## src/rtl/nasti_stream_pkg.sv

```systemverilog
// Shared types and helpers for the NASTI stream transmitter and receiver.
package nasti_stream_pkg;

  typedef enum logic {
    IDLE = 1'b0,
    SEND = 1'b1
  } tx_state_t;

  localparam int MAX_BYTES          = 128;
  localparam int DEFAULT_DATA_WIDTH = 64;

  function automatic int bytes_of(input int data_width);
    return data_width / 8;
  endfunction

  function automatic int byte_shift(input int data_width);
    return $clog2(data_width / 8);
  endfunction

  localparam int DEFAULT_BYTES      = bytes_of(DEFAULT_DATA_WIDTH);
  localparam int DEFAULT_BYTE_SHIFT = byte_shift(DEFAULT_DATA_WIDTH);

  // The shift overflows to zero for a full 128-byte beat, so the mask becomes all ones.
  function automatic logic [MAX_BYTES-1:0] keep_mask(input logic [7:0] len_lsbs);
    return (MAX_BYTES'(2) << len_lsbs) - MAX_BYTES'(1);
  endfunction

endpackage

```

## src/rtl/nasti_stream_channel.sv

```systemverilog
// NASTI stream channel: one AXI-stream style beat per t_valid && t_ready.
interface nasti_stream_channel #(
  parameter int ID_WIDTH   = 1,
  parameter int DEST_WIDTH = 1,
  parameter int USER_WIDTH = 1,
  parameter int DATA_WIDTH = 64
);
  logic                    t_valid;
  logic                    t_ready;
  logic [DATA_WIDTH-1:0]   t_data;
  logic [DATA_WIDTH/8-1:0] t_keep;
  logic [DATA_WIDTH/8-1:0] t_strb;
  logic                    t_last;
  logic [ID_WIDTH-1:0]     t_id;
  logic [DEST_WIDTH-1:0]   t_dest;
  logic [USER_WIDTH-1:0]   t_user;

  modport master (
    output t_valid, t_data, t_keep, t_strb, t_last, t_id, t_dest, t_user,
    input  t_ready
  );

  modport slave (
    input  t_valid, t_data, t_keep, t_strb, t_last, t_id, t_dest, t_user,
    output t_ready
  );
endinterface

```

## src/rtl/nasti_stream_tx.sv

```systemverilog
// Frames a byte-length command plus a word feed into a stream packet with t_last and a partial final keep.
// One-cycle registered output; wr_ready drops combinationally while the output beat is stalled.
module nasti_stream_tx
  import nasti_stream_pkg::*;
#(
  parameter int ID_WIDTH   = 1,
  parameter int DEST_WIDTH = 1,
  parameter int USER_WIDTH = 1,
  parameter int DATA_WIDTH = 64,
  parameter int LEN_WIDTH  = 16
) (
  input  logic                  aclk,
  input  logic                  aresetn,
  input  logic                  cmd_valid,
  output logic                  cmd_ready,
  input  logic [LEN_WIDTH-1:0]  cmd_len,
  input  logic [ID_WIDTH-1:0]   cmd_id,
  input  logic [DEST_WIDTH-1:0] cmd_dest,
  input  logic [USER_WIDTH-1:0] cmd_user,
  input  logic                  wr_valid,
  output logic                  wr_ready,
  input  logic [DATA_WIDTH-1:0] wr_data,
  nasti_stream_channel.master   dest
);

  localparam int BYTES = bytes_of(DATA_WIDTH);
  localparam int SHIFT = byte_shift(DATA_WIDTH);

  tx_state_t             state_q, state_d;
  logic [LEN_WIDTH-1:0]  beats_left_q, beats_left_d;
  logic [BYTES-1:0]      last_keep_q, last_keep_d;
  logic [ID_WIDTH-1:0]   id_q, id_d;
  logic [DEST_WIDTH-1:0] dst_q, dst_d;
  logic [USER_WIDTH-1:0] user_q, user_d;

  logic                  t_valid_q, t_valid_d;
  logic [DATA_WIDTH-1:0] t_data_q, t_data_d;
  logic [BYTES-1:0]      t_keep_q, t_keep_d;
  logic                  t_last_q, t_last_d;
  logic [ID_WIDTH-1:0]   t_id_q, t_id_d;
  logic [DEST_WIDTH-1:0] t_dest_q, t_dest_d;
  logic [USER_WIDTH-1:0] t_user_q, t_user_d;

  logic       cmd_fire;
  logic       data_fire;
  logic       last_beat;
  logic [7:0] len_lsbs;

  assign cmd_ready = (state_q == IDLE);
  assign wr_ready  = (state_q == SEND) && (!t_valid_q || dest.t_ready);
  assign cmd_fire  = cmd_valid && cmd_ready;
  assign data_fire = wr_valid && wr_ready;
  assign last_beat = (beats_left_q == '0);
  assign len_lsbs  = 8'(cmd_len % LEN_WIDTH'(BYTES));

  always_comb begin
    state_d      = state_q;
    beats_left_d = beats_left_q;
    last_keep_d  = last_keep_q;
    id_d         = id_q;
    dst_d        = dst_q;
    user_d       = user_q;
    t_valid_d    = t_valid_q;
    t_data_d     = t_data_q;
    t_keep_d     = t_keep_q;
    t_last_d     = t_last_q;
    t_id_d       = t_id_q;
    t_dest_d     = t_dest_q;
    t_user_d     = t_user_q;

    case (state_q)
      IDLE: begin
        if (cmd_fire) begin
          state_d      = SEND;
          beats_left_d = cmd_len >> SHIFT;
          last_keep_d  = BYTES'(keep_mask(len_lsbs));
          id_d         = cmd_id;
          dst_d        = cmd_dest;
          user_d       = cmd_user;
        end
      end
      SEND: begin
        if (data_fire) begin
          if (last_beat) begin
            state_d = IDLE;
          end else begin
            beats_left_d = beats_left_q - LEN_WIDTH'(1);
          end
        end
      end
      default: state_d = IDLE;
    endcase

    // A load in the same cycle as a drain simply replaces the outgoing beat.
    if (data_fire) begin
      t_valid_d = 1'b1;
      t_data_d  = wr_data;
      t_keep_d  = last_beat ? last_keep_q : '1;
      t_last_d  = last_beat;
      t_id_d    = id_q;
      t_dest_d  = dst_q;
      t_user_d  = user_q;
    end else if (t_valid_q && dest.t_ready) begin
      t_valid_d = 1'b0;
    end
  end

  always_ff @(posedge aclk or negedge aresetn) begin
    if (!aresetn) begin
      state_q      <= IDLE;
      beats_left_q <= '0;
      last_keep_q  <= '0;
      id_q         <= '0;
      dst_q        <= '0;
      user_q       <= '0;
      t_valid_q    <= 1'b0;
      t_data_q     <= '0;
      t_keep_q     <= '0;
      t_last_q     <= 1'b0;
      t_id_q       <= '0;
      t_dest_q     <= '0;
      t_user_q     <= '0;
    end else begin
      state_q      <= state_d;
      beats_left_q <= beats_left_d;
      last_keep_q  <= last_keep_d;
      id_q         <= id_d;
      dst_q        <= dst_d;
      user_q       <= user_d;
      t_valid_q    <= t_valid_d;
      t_data_q     <= t_data_d;
      t_keep_q     <= t_keep_d;
      t_last_q     <= t_last_d;
      t_id_q       <= t_id_d;
      t_dest_q     <= t_dest_d;
      t_user_q     <= t_user_d;
    end
  end

  assign dest.t_valid = t_valid_q;
  assign dest.t_data  = t_data_q;
  assign dest.t_keep  = t_keep_q;
  assign dest.t_strb  = t_keep_q;
  assign dest.t_last  = t_last_q;
  assign dest.t_id    = t_id_q;
  assign dest.t_dest  = t_dest_q;
  assign dest.t_user  = t_user_q;

endmodule

```

## src/flat_wrapper.sv

```systemverilog
// flat-port wrapper written by rule: the top's interface ports become plain ports
module nasti_stream_tx_flat import nasti_stream_pkg::*;
#(
  parameter int ID_WIDTH   = 1,
  parameter int DEST_WIDTH = 1,
  parameter int USER_WIDTH = 1,
  parameter int DATA_WIDTH = 64,
  parameter int LEN_WIDTH  = 16
)
  (aclk, aresetn, cmd_valid, cmd_ready, cmd_len, cmd_id, cmd_dest, cmd_user, wr_valid, wr_ready, wr_data, dest_t_valid, dest_t_data, dest_t_keep, dest_t_strb, dest_t_last, dest_t_id, dest_t_dest, dest_t_user, dest_t_ready);
  nasti_stream_channel #(.ID_WIDTH(ID_WIDTH), .DEST_WIDTH(DEST_WIDTH), .USER_WIDTH(USER_WIDTH), .DATA_WIDTH(DATA_WIDTH)) dest_i ();
  input  logic aclk;
  input  logic aresetn;
  input  logic cmd_valid;
  output logic cmd_ready;
  input  logic [LEN_WIDTH-1:0] cmd_len;
  input  logic [ID_WIDTH-1:0] cmd_id;
  input  logic [DEST_WIDTH-1:0] cmd_dest;
  input  logic [USER_WIDTH-1:0] cmd_user;
  input  logic wr_valid;
  output logic wr_ready;
  input  logic [DATA_WIDTH-1:0] wr_data;
  output wire logic [$bits(dest_i.t_valid)-1:0] dest_t_valid;
  output wire logic [$bits(dest_i.t_data)-1:0] dest_t_data;
  output wire logic [$bits(dest_i.t_keep)-1:0] dest_t_keep;
  output wire logic [$bits(dest_i.t_strb)-1:0] dest_t_strb;
  output wire logic [$bits(dest_i.t_last)-1:0] dest_t_last;
  output wire logic [$bits(dest_i.t_id)-1:0] dest_t_id;
  output wire logic [$bits(dest_i.t_dest)-1:0] dest_t_dest;
  output wire logic [$bits(dest_i.t_user)-1:0] dest_t_user;
  input wire logic [$bits(dest_i.t_ready)-1:0] dest_t_ready;
  assign dest_t_valid = dest_i.t_valid;
  assign dest_t_data = dest_i.t_data;
  assign dest_t_keep = dest_i.t_keep;
  assign dest_t_strb = dest_i.t_strb;
  assign dest_t_last = dest_i.t_last;
  assign dest_t_id = dest_i.t_id;
  assign dest_t_dest = dest_i.t_dest;
  assign dest_t_user = dest_i.t_user;
  assign dest_i.t_ready = dest_t_ready;
  nasti_stream_tx #(.ID_WIDTH(ID_WIDTH), .DEST_WIDTH(DEST_WIDTH), .USER_WIDTH(USER_WIDTH), .DATA_WIDTH(DATA_WIDTH), .LEN_WIDTH(LEN_WIDTH)) u_core (.aclk(aclk), .aresetn(aresetn), .cmd_valid(cmd_valid), .cmd_ready(cmd_ready), .cmd_len(cmd_len), .cmd_id(cmd_id), .cmd_dest(cmd_dest), .cmd_user(cmd_user), .wr_valid(wr_valid), .wr_ready(wr_ready), .wr_data(wr_data), .dest(dest_i));
endmodule
```

## config.mk

```make
export PLATFORM = sky130hd
export DESIGN_NAME = nasti_stream_tx_flat
export DESIGN_NICKNAME = d
export VERILOG_FILES = /design/src/rtl/nasti_stream_pkg.sv /design/src/rtl/nasti_stream_channel.sv /design/src/rtl/nasti_stream_tx.sv /design/src/flat_wrapper.sv
export SDC_FILE = /design/constraint.sdc
export NUM_CORES = 1
export LEC_CHECK = 0
export CELL_PAD_IN_SITES_DETAIL_PLACEMENT = 0
export CELL_PAD_IN_SITES_GLOBAL_PLACEMENT = 1
export CORE_ASPECT_RATIO = 1.75
export CORE_MARGIN = 2
export CORE_UTILIZATION = 32
export CTS_CLUSTER_SIZE = 28
export DETAILED_ROUTE_END_ITERATION = 6
export MAX_ROUTING_LAYER = met4
export PLACE_DENSITY = 0.83
export SLEW_MARGIN = 20
export SYNTH_ARGS = -nofsm -noshare
export SYNTH_HDL_FRONTEND = slang
export SYNTH_SLANG_ARGS = --single-unit
export TNS_END_PERCENT = 100
```

## constraint.sdc

```tcl
create_clock -name aclk -period 2.9 [get_ports aclk]
set_clock_uncertainty 0.1 [all_clocks]
set_input_delay 0.58 -clock aclk [delete_from_list [all_inputs] [get_ports aclk]]
set_output_delay 0.58 -clock aclk [all_outputs]
set_load 0.02 [all_outputs]
```

## Yosys cells after proc, flatten, opt, wreduce, memory -nomap -nowiden

Index checks and enable logic that the tools add are counted.

- Output and inout port bits: 87
- Word-level logic and storage cells: 41
- Bits of input ports: 88
- Bits in registers: 105

- Shifts and indexed selects: 1
- Reductions and logical operators: 10
- Muxes and demuxes: 11
- Equal/unequal tests: 3
- Add/subtract/negate cells: 2
- Bitwise logic cells: 1

Operators by type and width:

| cell | count |
|---|---|
| $mux 16 | 3 |
| $pmux 16 s2 | 1 |
| $logic_not 16->1 | 1 |
| $sub 16x1->16 const B | 1 |
| $mux 8 | 1 |
| $shl 2x3->8 const A | 1 |
| $sub 8x2->8 const B | 1 |
| $ne 2x2->1 const B | 3 |
| $mux 1 | 5 |
| $logic_and 1x1->1 | 4 |
| $reduce_and 3->1 | 1 |
| $pmux 1 s2 | 1 |
| $reduce_and 2->1 | 1 |
| $reduce_bool 2->1 | 1 |
| $logic_not 1->1 | 1 |
| $logic_or 1x1->1 | 1 |
| $not 1->1 | 1 |

## Logic depth before layout (Yosys ltp)

- Depth in word-level cells: 6
- Depth in mapped cells: 9
- Depth with buffers taken out: 7

## Worst setup path after synthesis

Ideal clock, no wire load.

- Path kind: input to register
- From: input cmd_len[2]
- To: register u_core.last_keep_q[5]
- Arrival: 1.908 ns
- Stages on the path: 8
- Data required time: 2.735 ns
- Path slack: 0.827 ns
- Path buffers: 2
- Setup time: 0.065 ns
- Cells stage by stage: clkbuf_1 > or3_1 > ha_1 > clkbuf_1 > nor2_1 > mux2i_1 > o211ai_1 > o21a_1

- Cells in the longest elaborated chain, start to end: 2

RTL lines:

| element | RTL line | RTL |
|---|---|---|
| from (decl) | flat_wrapper.sv:16 | `input logic [LEN_WIDTH-1:0] cmd_len;` |
| $shl 2x3->8 | nasti_stream_pkg.sv:25 | `return (MAX_BYTES'(2) << len_lsbs) - MAX_BYTES'(1);` |
| $sub 8x2->8 | nasti_stream_pkg.sv:25 |  |
| to (signal assigned) | nasti_stream_tx.sv:126 | `last_keep_q <= last_keep_d;` |
| to (decl) | nasti_stream_tx.sv:31 | `logic [BYTES-1:0] last_keep_q, last_keep_d;` |

Every way passes these cells.
A chain may end at the register's enable or synchronous reset.

## Worst setup path after layout

- From: input dest_t_ready
- To: output wr_ready

- Cells in the longest elaborated chain, start to end: 2

RTL lines:

| element | RTL line | RTL |
|---|---|---|
| from (decl) | flat_wrapper.sv:31 | `input wire logic [$bits(dest_i.t_ready)-1:0] dest_t_ready;` |
| $logic_or 1x1->1 | nasti_stream_tx.sv:50 | `assign wr_ready = (state_q == SEND) && (!t_valid_q \|\| dest.t_ready);` |
| $logic_and 1x1->1 | nasti_stream_tx.sv:50 |  |
| to (decl) | flat_wrapper.sv:21 | `output logic wr_ready;` |

Every way passes these cells.

==> impl_results.md <==
* Status: complete, no violations
* Fin crit share at 0.908
* Crit-path max cell delay at between 0.5 and 0.6 ns
* Post-Synth Adder-Cell Area at 0.00546
* Worst Setup SP: dest_t_ready
* Post-CTS Setup Inserts at 0
* Routed wire length per instance at 15.6 um
* Fin. Hold Viols at 0
* #FFs+latches synth at 105
* Largest net degree at the start of global routing at 55
* N_diodes at 0
* Die Span X at between 90 and 100 um
* GPL Wtd Cong at about 0.86
* Reg clk slew, reported paths at about 0.070 ns
* CP cell instances: clkdlybuf4s50_1 > nor2b_1 > nor2_1 > clkdlybuf4s50_1
* Ys Warns at 0
* Main synth FF type: dfrtp_1
* Design Area, Final at approximately 6800 um2
* Cells after synthesis at between 500 and 600
* # hold bufs at CTS at 0
* Gr ovfl total at 0
* Area share of and/or/nand/nor cells after synthesis at 0.268
* Most frequent cells after synthesis: nand2_1, dfrtp_1, clkbuf_1
* Hold Crit Class: in -> async
* Peak VDD IR at 0.343 mV
* Sequential fraction of the synthesis area at 0.573
* Io pins at 175
* Crit Path Max Fanout at 4
* Clock tree buffer depth at 2
* Slowest CP cell: clkdlybuf4s50_1
* CP startpoint kind: input pin
* TritonCTS clock tree: yes
* DRT iter0 DRCs at 158
* Remaining DRCs at 0
* TritonCTS buffer count at 9
* First-pass GRT wire length at between 20000 and 25000 um
* Fill cell count at about 1300
* Post-DP Area at 6520 um2
* Endpoints failing setup at 0
* Top-area cell type share of the netlist area at 0.573
* Main combinational cell family by area after synthesis: simple AND/OR/NAND/NOR gates
* Post-DP HPWL at 9700 um
* Routed WL at ~13000 um
* Largest area contributor in the netlist: dfrtp_1
* Root buf cell: clkbuf_16
* Initial antenna violation count at 0
* Post-synthesis xor/xnor area fraction at 0.00382
* Mux cell area share after synthesis at 0.0131
* Number of flops mapped to enable cells by yosys at 0
* Pre-antenna DRT Iters at 4
* Top-count cell post-synth: nand2_1
* Synthesized area per cell at roughly 9 um2
* CP Data Arrival Time at approximately 2.0 ns
* Slew @ Worst Pin at ~0.73 ns
* Worst path required time at between 2 and 2.5 ns
* Relative slew slack at 0.512
* Synth Area in Compound Gates at 0.0925
* Worst r2r src: u_core.beats_left_q[0]
* Dominant cells by area after synthesis: dfrtp_1, nand2_1, clkbuf_1, o22a_1, a21oi_1
* Die height at 162 um
* Starting Density at 0.328
* Core area at between 10000 and 15000 um2
* Pleak at between 3 and 4 nW
* Period minus WS final at around 2.6 ns
* P&R area growth vs syn at 48.7%
* Buffers on Ports at roughly 170
* Skew-Pair Late Insertion Delay at 0.34 ns
* CP most frequent cell: clkdlybuf4s50_1
* Mapped Nets at ~600
* CTS resizes at 0
* Nets at 760
* Vias post-DR at 4053
* Post-synth cell types at 52
* Pwr Density at between 600 and 700 nW/um2
* Fmax at 380 MHz
* RSZ-0062 raised after global routing: no
* H-tree levels at 3
* GRT Total Usage at 0.184
* DR vias/cell at ~4.8
* Max-Cap Viols at 0
* Row count at 57
* Setup_tns at 0 ns
* Async set-reset flop share out of synthesis at 1.00
* Critical setup path kind: in -> out
* Vias in the first global route at between 4000 and 5000
* Endpoint class of the critical path: primary output
* Post-DRT Antenna Nets at 0
* Die Footprint at about 15000 um2
* Max-slew violations at 0
* Share of layout cells above drive strength 1 at 0.0593
* Synth Cell Area at approximately 4600 um2
* Sink Count at between 100 and 150
final timing paths:
| check | to | slack [ns] | cells past startpoint |
|---|---|---|---|
| min reg2reg | u_core.dest.t_data[21] | 0.37 | 2 |
| min | u_core.dest.t_data[1] | 0.19 | 1 |
| max | wr_ready | 0.27 | 4 |
| min in group aclk | u_core.dest.t_data[21] | 0.37 | 2 |
| max reg2reg | u_core.dest.t_keep[3] | 0.52 | 6 |
| max in group asynchronous | u_core.dest.t_data[21] | 1.76 | 2 |
state kept, by name, indices dropped and copies added, names as in the netlist:
signal and flops:
u_core.dest.t_data 64, u_core.dest.t_user 1, u_core.last_keep_q 8, u_core.dest.t_id 1, u_core.dest.t_last 1, u_core.dst_q 1
u_core.state_q 1, u_core.dest.t_dest 1, u_core.beats_left_q 16, u_core.user_q 1, u_core.id_q 1, u_core.dest.t_keep 8
u_core.dest.t_valid 1
stage by stage:
step	setup WS (ns)	utilization	total power, mW	std cells	hold slack (ns)
global route	0.181	0.488	4.94	852	0.239
global placement	0.272	0.466	3.41	836	0.351
floorplan	0.827	-	2.71	508	0.184
finish	0.267	0.488	4.66	852	0.189
CTS	0.266	0.488	4.72	852	0.208
detailed placement	0.275	0.466	3.46	836	0.361
cells by family after synthesis:
family                     Yosys count
AOI/OAI and AO/OA                   62
xor gates and xnor gates             2
adders and majority gates            2
buffers and inverters               45
DFF                                105
muxes                                6
and+or+nand+nor                    286
area by class of cell:
class                      count  area, um2  share of cell area
clock buffer                  11        243              0.0356
clock inverter                 5       62.6             0.00917
inverter                       8       30.0             0.00440
multi-input combinational    358       1770               0.259
sequential                   105       2630               0.385
tap                          177        221              0.0325
timing repair buffer         188       1870               0.274
critical path: cells and delay by family:
family | cells | cell delay, ns
buf+inv | 2 | 0.95
simple gates | 2 | 0.41
placed cells by master (no fill, tap or decap), types with 2 or more instances in the layout:
master	netlist	final
o22ai_1	5	5
or3_1	2	2
mux2i_1	6	6
o2bb2ai_1	3	3
a21oi_1	13	13
clkbuf_16	0	9
o22a_1	8	8
o21ai_1	3	3
o211ai_1	5	5
dfrtp_1	105	105
o21ai_0	6	6
nor2_1	9	8
nand3_1	8	7
and4_1	2	2
nand2b_1	6	6
a211oi_1	2	2
buf_12	0	2
nor3_1	2	2
nor2b_1	2	2
nor4_1	5	5
a31oi_1	5	5
nor3b_1	4	4
ha_1	2	2
nand2_1	234	234
inv_1	8	8
buf_4	8	13
clkinvlp_4	0	2
clkdlybuf4s50_1	0	173
and3_1	2	2
per-layer routing:
layer  vias to the layer above  wire, um  track usage
li1                       1973         -            -
met1                      1933      5090        0.205
met2                       123      7270        0.324
met3                        24       593       0.0338
met4                         0       333       0.0718
met5                         -         0            -
where the power goes:
part / switching (mW) / total [mW] / leakage (nW) / internal [mW]
clock network: 0.541 / 1.24 / 0.142 / 0.698
registers: 0.231 / 1.99 / 1.26 / 1.76
logic: 0.760 / 1.43 / 1.71 / 0.674
(Power assumes the default switching activity.)
